===== config.mk =====
export PLATFORM = sky130hd
export DESIGN_NAME = s4ga_cfg_tx
export DESIGN_NICKNAME = d
export VERILOG_FILES = /design/src/rtl/s4ga_pkg.sv /design/src/rtl/s4ga_cfg_ram.sv /design/src/rtl/s4ga_cfg_tx.sv
export SDC_FILE = /design/constraint.sdc
export NUM_CORES = 2
export LEC_CHECK = 0
export CAP_MARGIN = 0
export CORE_AREA = 2 2 381 383
export DETAILED_ROUTE_END_ITERATION = 10
export DIE_AREA = 0 0 383 385
export HOLD_SLACK_MARGIN = 0.1
export PLACE_DENSITY = 0.63
export SYNTH_ARGS = -nofsm -noshare
export SYNTH_HDL_FRONTEND = slang
export SYNTH_SLANG_ARGS = --single-unit

===== constraint.sdc =====
create_clock -name clk -period 3.5 [get_ports clk]
set_input_delay 0.525 -clock clk [delete_from_list [all_inputs] [get_ports clk]]
set_output_delay 0.525 -clock clk [all_outputs]
set_load 0.05 [all_outputs]

===== src/rtl/s4ga_pkg.sv =====
// Shared S4GA sizing: default LUT count, LUT width and segment width,
// plus the derived segment and config-word sizes used by s4ga and s4ga_cfg_tx.
package s4ga_pkg;

  localparam int N_DEF    = 32;
  localparam int K_DEF    = 4;
  localparam int SI_W_DEF = 4;

  function automatic int ceil_div(input int a, input int b);
    return (a + b - 1) / b;
  endfunction

  // Segments per LUT config word for an arbitrary (n, k, si_w) geometry.
  function automatic int cfg_segs(input int n, input int k, input int si_w);
    return k * ceil_div($clog2(n), si_w) + ceil_div(2 ** k, si_w);
  endfunction

  localparam int IDX_W     = $clog2(N_DEF);
  localparam int IDX_SEGS  = ceil_div(IDX_W, SI_W_DEF);
  localparam int MASK_W    = 2 ** K_DEF;
  localparam int MASK_SEGS = ceil_div(MASK_W, SI_W_DEF);
  localparam int SEGS      = K_DEF * IDX_SEGS + MASK_SEGS;
  localparam int CFG_W     = SEGS * SI_W_DEF;

endpackage


===== src/rtl/s4ga_cfg_ram.sv =====
// LUT config store: one write port and one registered read port.
// A read and a write to the same address on one edge return the old word.
module s4ga_cfg_ram
  import s4ga_pkg::*;
#(
  parameter int DEPTH = N_DEF,
  parameter int WIDTH = CFG_W,
  parameter int AW    = IDX_W
) (
  input  logic             clk,
  input  logic             we,
  input  logic [AW-1:0]    wr_addr,
  input  logic [WIDTH-1:0] wr_data,
  input  logic [AW-1:0]    rd_addr,
  output logic [WIDTH-1:0] rd_data
);

  logic [WIDTH-1:0] mem_r [DEPTH];
  logic [WIDTH-1:0] rd_data_r;

  // Storage is deliberately not reset; read samples the array before this edge's write lands.
  always_ff @(posedge clk) begin
    if (we) begin
      mem_r[wr_addr] <= wr_data;
    end
    rd_data_r <= mem_r[rd_addr];
  end

  assign rd_data = rd_data_r;

endmodule


===== src/rtl/s4ga_cfg_tx.sv =====
// S4GA config transmitter: streams every stored LUT config word, MSB segment
// first, one segment per clock, into the receiver's si pin while run is held.
module s4ga_cfg_tx
  import s4ga_pkg::*;
#(
  parameter int N    = N_DEF,
  parameter int K    = K_DEF,
  parameter int SI_W = SI_W_DEF
) (
  input  logic                                clk,
  input  logic                                rst,
  input  logic                                cfg_we,
  input  logic [$clog2(N)-1:0]                cfg_addr,
  input  logic [cfg_segs(N, K, SI_W)*SI_W-1:0] cfg_wdata,
  input  logic                                run,
  output logic [SI_W-1:0]                     so,
  output logic                                so_rst,
  output logic                                busy,
  output logic                                pass_done,
  output logic [$clog2(N)-1:0]                lut_idx
);

  localparam int AW     = $clog2(N);
  localparam int NSEG   = cfg_segs(N, K, SI_W);
  localparam int WORD_W = NSEG * SI_W;
  localparam int SEG_W  = (NSEG > 1) ? $clog2(NSEG) : 1;

  localparam logic [0:0] ST_IDLE = 1'b0;
  localparam logic [0:0] ST_RUN  = 1'b1;

  localparam logic [AW-1:0]    LAST_LUT = AW'(N - 1);
  localparam logic [SEG_W-1:0] LAST_SEG = SEG_W'(NSEG - 1);

  logic [0:0]        state_r, state_s;
  logic [SEG_W-1:0]  seg_r, seg_s;
  logic [AW-1:0]     lut_r, lut_s, lut_inc_s, rd_addr_s;
  logic [WORD_W-1:0] shift_r, shift_s, rd_data_s;
  logic              so_rst_r, busy_r, pass_done_r;

  s4ga_cfg_ram #(
    .DEPTH (N),
    .WIDTH (WORD_W),
    .AW    (AW)
  ) u_ram (
    .clk     (clk),
    .we      (cfg_we),
    .wr_addr (cfg_addr),
    .wr_data (cfg_wdata),
    .rd_addr (rd_addr_s),
    .rd_data (rd_data_s)
  );

  // Next-state, counters and shift register; each new LUT loads the word prefetched last cycle.
  always_comb begin
    state_s   = state_r;
    seg_s     = seg_r;
    lut_s     = lut_r;
    shift_s   = shift_r;
    lut_inc_s = (lut_r == LAST_LUT) ? '0 : lut_r + AW'(1);
    case (state_r)
      ST_IDLE: begin
        seg_s = '0;
        lut_s = '0;
        if (run) begin
          state_s = ST_RUN;
          shift_s = rd_data_s;
        end else begin
          shift_s = '0;
        end
      end
      ST_RUN: begin
        if (seg_r == LAST_SEG) begin
          seg_s = '0;
          if ((lut_r == LAST_LUT) && !run) begin
            state_s = ST_IDLE;
            lut_s   = '0;
            shift_s = '0;
          end else begin
            lut_s   = lut_inc_s;
            shift_s = rd_data_s;
          end
        end else begin
          seg_s   = seg_r + SEG_W'(1);
          shift_s = {shift_r[WORD_W-SI_W-1:0], {SI_W{1'b0}}};
        end
      end
      default: begin
        state_s = ST_IDLE;
        seg_s   = '0;
        lut_s   = '0;
        shift_s = '0;
      end
    endcase
  end

  // Prefetch address: LUT 0 whenever a pass can start next, otherwise the following LUT.
  always_comb begin
    if (rst || (state_r != ST_RUN)) begin
      rd_addr_s = '0;
    end else begin
      rd_addr_s = lut_inc_s;
    end
  end

  // State and output flops; outputs are precomputed from next-state so they come straight off flops.
  always_ff @(posedge clk) begin
    if (rst) begin
      state_r     <= ST_IDLE;
      seg_r       <= '0;
      lut_r       <= '0;
      shift_r     <= '0;
      so_rst_r    <= 1'b1;
      busy_r      <= 1'b0;
      pass_done_r <= 1'b0;
    end else begin
      state_r     <= state_s;
      seg_r       <= seg_s;
      lut_r       <= lut_s;
      shift_r     <= shift_s;
      so_rst_r    <= (state_s == ST_IDLE);
      busy_r      <= (state_s == ST_RUN);
      pass_done_r <= (state_s == ST_RUN) && (seg_s == LAST_SEG) && (lut_s == LAST_LUT);
    end
  end

  assign so        = shift_r[WORD_W-1 -: SI_W];
  assign so_rst    = so_rst_r;
  assign busy      = busy_r;
  assign pass_done = pass_done_r;
  assign lut_idx   = lut_r;

endmodule


==> qor.txt <==
status - finished clean
clock slew at reported path FFs - 0.06 ns
Worst VDD drop - 0.532 mV
ANT nets after route - 0
Lkg Pwr - 22.5 nW
delay-heaviest family, CP - simple AND/OR/NAND/NOR gates
worst skew pair latency - 0.78 ns
CP startpoint kind - register
min Tclk post-route - 3.36 ns
Die X-Extent - 383 um
clock buffer count from CTS - 161
initial DRC count - 5023
Nets - 4155
syn_area_per_cell - 15.7 um2
Cell Area, Synth - 0.0628 mm2
Die Area - 0.147 mm2
Max-cap violations - 0
commonest non-fill, non-tap cell in the layout - edfxtp_1
Crit Path Category - reg -> reg
Initial Util - 0.439
Resized cells post-CTS - 0
Post-CTS Hold Fix Bufs - 0
Worst Hold Class - reg -> reg
CORE AREA - 0.143 mm2
largest net degree at the start of global routing - 104
Routed WL per cell - 28.3 um
Warnings, synthesis - 0
Pre-Repair DR Iteration Count - 6
crit-path most repeated cell - buf_4
Achievable Freq - 0.298 GHz
worst-case clock buffer depth - 3
share of the yosys chip area belonging to registers - 0.769
via count - 37.3k
Vert. Die Dim - 385 um
Sink Count - 1644
final wirelength - 173000 um
RSZ-0062 raised after global routing - no
Pwr Density - 555 mW/mm2
Worst Skew - 0.0127 ns
Setup Fix Bufs, Post-CTS - 0
Rel. slew slack - 0.227
area delta synth->final - 15.2%
initial antenna violation count - 5
period utilisation layout - 0.960
clock root buffer master - clkbuf_16
Post-synth ARST share - 0
grt ovf - 0
DRC viols - 0
Final GP Congestion - 0.777
Hold Slack - 0.439 ns
Seq cells post-synth - 1644
worst slew pin tran - 1.16 ns
worst-path fanout max - 14
DP HPWL - 84600 um
fin. max-slew vios - 0
CP Capture Type - register
Syn Inst Count - 4007
Non-Filler Instances - 6133
cells along the critical path - ha_4, and3_1, ha_1, or2_4, buf_12, buf_4, buf_4, mux2i_1, a2bb2oi_1, o211ai_1, a21boi_0, nand4b_1
Row Count - 139
H-tree Lvls - 4
ys flop type - edfxtp_1
EDFF count, synth - 1536
first-pass GRT wire length - 249000 um
Worst Path Arrival - 4.07 ns
most frequent cells in the layout - edfxtp_1, nand2_1, mux2i_1
Synth cell types - 61
dominant cells by area after synthesis - edfxtp_1, mux2i_1, dfxtp_1
top-level I/O count - 69
top cell type by total area after synthesis - edfxtp_1
layout cells sized above 1 - 0.110
filler cell count - 11.5k
vias in the first global route - 35.8k
CTS tree - built
WP data required - 4.21 ns
Post-Syn Nets - 4067
Crit path buffers/inverters - 3
total track usage - 0.232
CP max stage delay - 0.50 ns
Core Util, Final - 0.506
dpl cells - 5835
number of port buffers - 68
Final Hold Vio Count - 0
Final Setup Violations - 0
vias per inst - 6.09
overall power - 40.1 mW
slowest CP cell - ha_1
post-synth top area share - 0.734
## synth_stat cells (3+ instances only)
cell type,number
a211oi_1,94
a21boi_0,43
a21oi_1,153
a221o_1,3
a22o_1,44
a2bb2oi_1,88
a31oi_1,6
a32oi_1,48
and2_1,7
and3_1,10
buf_1,29
buf_2,64
buf_4,13
buf_6,6
clkbuf_1,176
dfxtp_1,108
edfxtp_1,1536
ha_1,3
inv_1,6
mux2_2,45
mux2i_1,227
nand2_1,425
nand2b_1,3
nand3_1,105
nand3b_1,52
nand4_1,5
nand4b_1,43
nor2_1,104
nor3_1,8
o211ai_1,91
o21ai_0,126
o21ai_1,65
o221ai_1,46
o22ai_1,186
o32ai_1,4
or3b_2,3
## sequential cells by signal, indices dropped and copies added, names as in the netlist
name and flops:
u_ram.rd_data 48, busy 1, pass_done 1, shift_r 48, seg_r 4, lut_idx 5
u_ram.mem_r 1536, so_rst 1
## per-stage QoR
step / worst slack [ns] / cell area [um2] / TNS, ns
floorplan: -0.153 / 62800 / -59.91
global route: 0.0571 / 72400 / 0
global placement: 0.320 / 67200 / 0
finish: 0.139 / 72400 / 0
CTS: 0.198 / 72400 / 0
detailed placement: 0.226 / 67200 / 0
## worst register-to-register path: stages (launching register included)
cell	delay (ns)
dfxtp_1	0.41
ha_4	0.17
and3_1	0.15
ha_1	0.50
or2_4	0.38
buf_12	0.23
buf_4	0.29
buf_4	0.20
mux2i_1	0.08
a2bb2oi_1	0.21
o211ai_1	0.13
a21boi_0	0.37
nand4b_1	0.18
## cell type report
class,instances,area [um2],area share
Tap cell,1903,2380,0.0329
Clock buffer,251,4740,0.0655
Antenna cell,1,2.50,0.0000346
Multi-Input combinational cell,2068,13600,0.189
Sequential cell,1644,48300,0.667
Timing Repair Buffer,214,2830,0.0391
Clock inverter,46,460,0.00636
Inverter,6,22.5,0.000311
## per-layer routing
layer  vias to the layer above  routed length (um)  global-route usage  part of all wire
li1                      16000                   -                   -                 -
met5                         -                  27                   0           0.00016
met2                      1844               79300               0.360              0.46
met1                     19200               73000               0.337              0.42
met4                         4                3940              0.0629             0.023
met3                       256               17000              0.0449             0.098
## cells by family (layout without fill, tap and decap cells)
group,count (synthesis),in the layout,share of synthesized area
other,0,1,0
AND/OR/NAND/NOR,779,779,0.0575
buffers and inverters,295,517,0.0205
multiplexers,272,272,0.0442
flip-flops,1644,1644,0.769
XOR/XNOR,3,3,0.000418
AO/OA/AOI/OAI,1011,1011,0.108
adder cells (fa/ha/maj),3,3,0.000598
## power by group
group | total (mW) | switching, mW | internal [mW]
Combinational | 1.19 | 0.834 | 0.359
Sequential | 21.9 | 0.0896 | 21.8
Clock | 17.1 | 7.12 | 9.95
Total | 40.1 | 8.04 | 32.1
## worst paths after layout
check,startpoint,to,slack (ns),depth (start not counted)
hold / removal,u_ram.rd_data[33],shift_r[33],0.44,1
hold reg to reg,u_ram.rd_data[33],shift_r[33],0.44,1
setup reg to reg,lut_idx[1],u_ram.rd_data[21],0.14,12
setup / recovery,lut_idx[1],u_ram.rd_data[21],0.14,12
(Power assumes the default switching activity.)
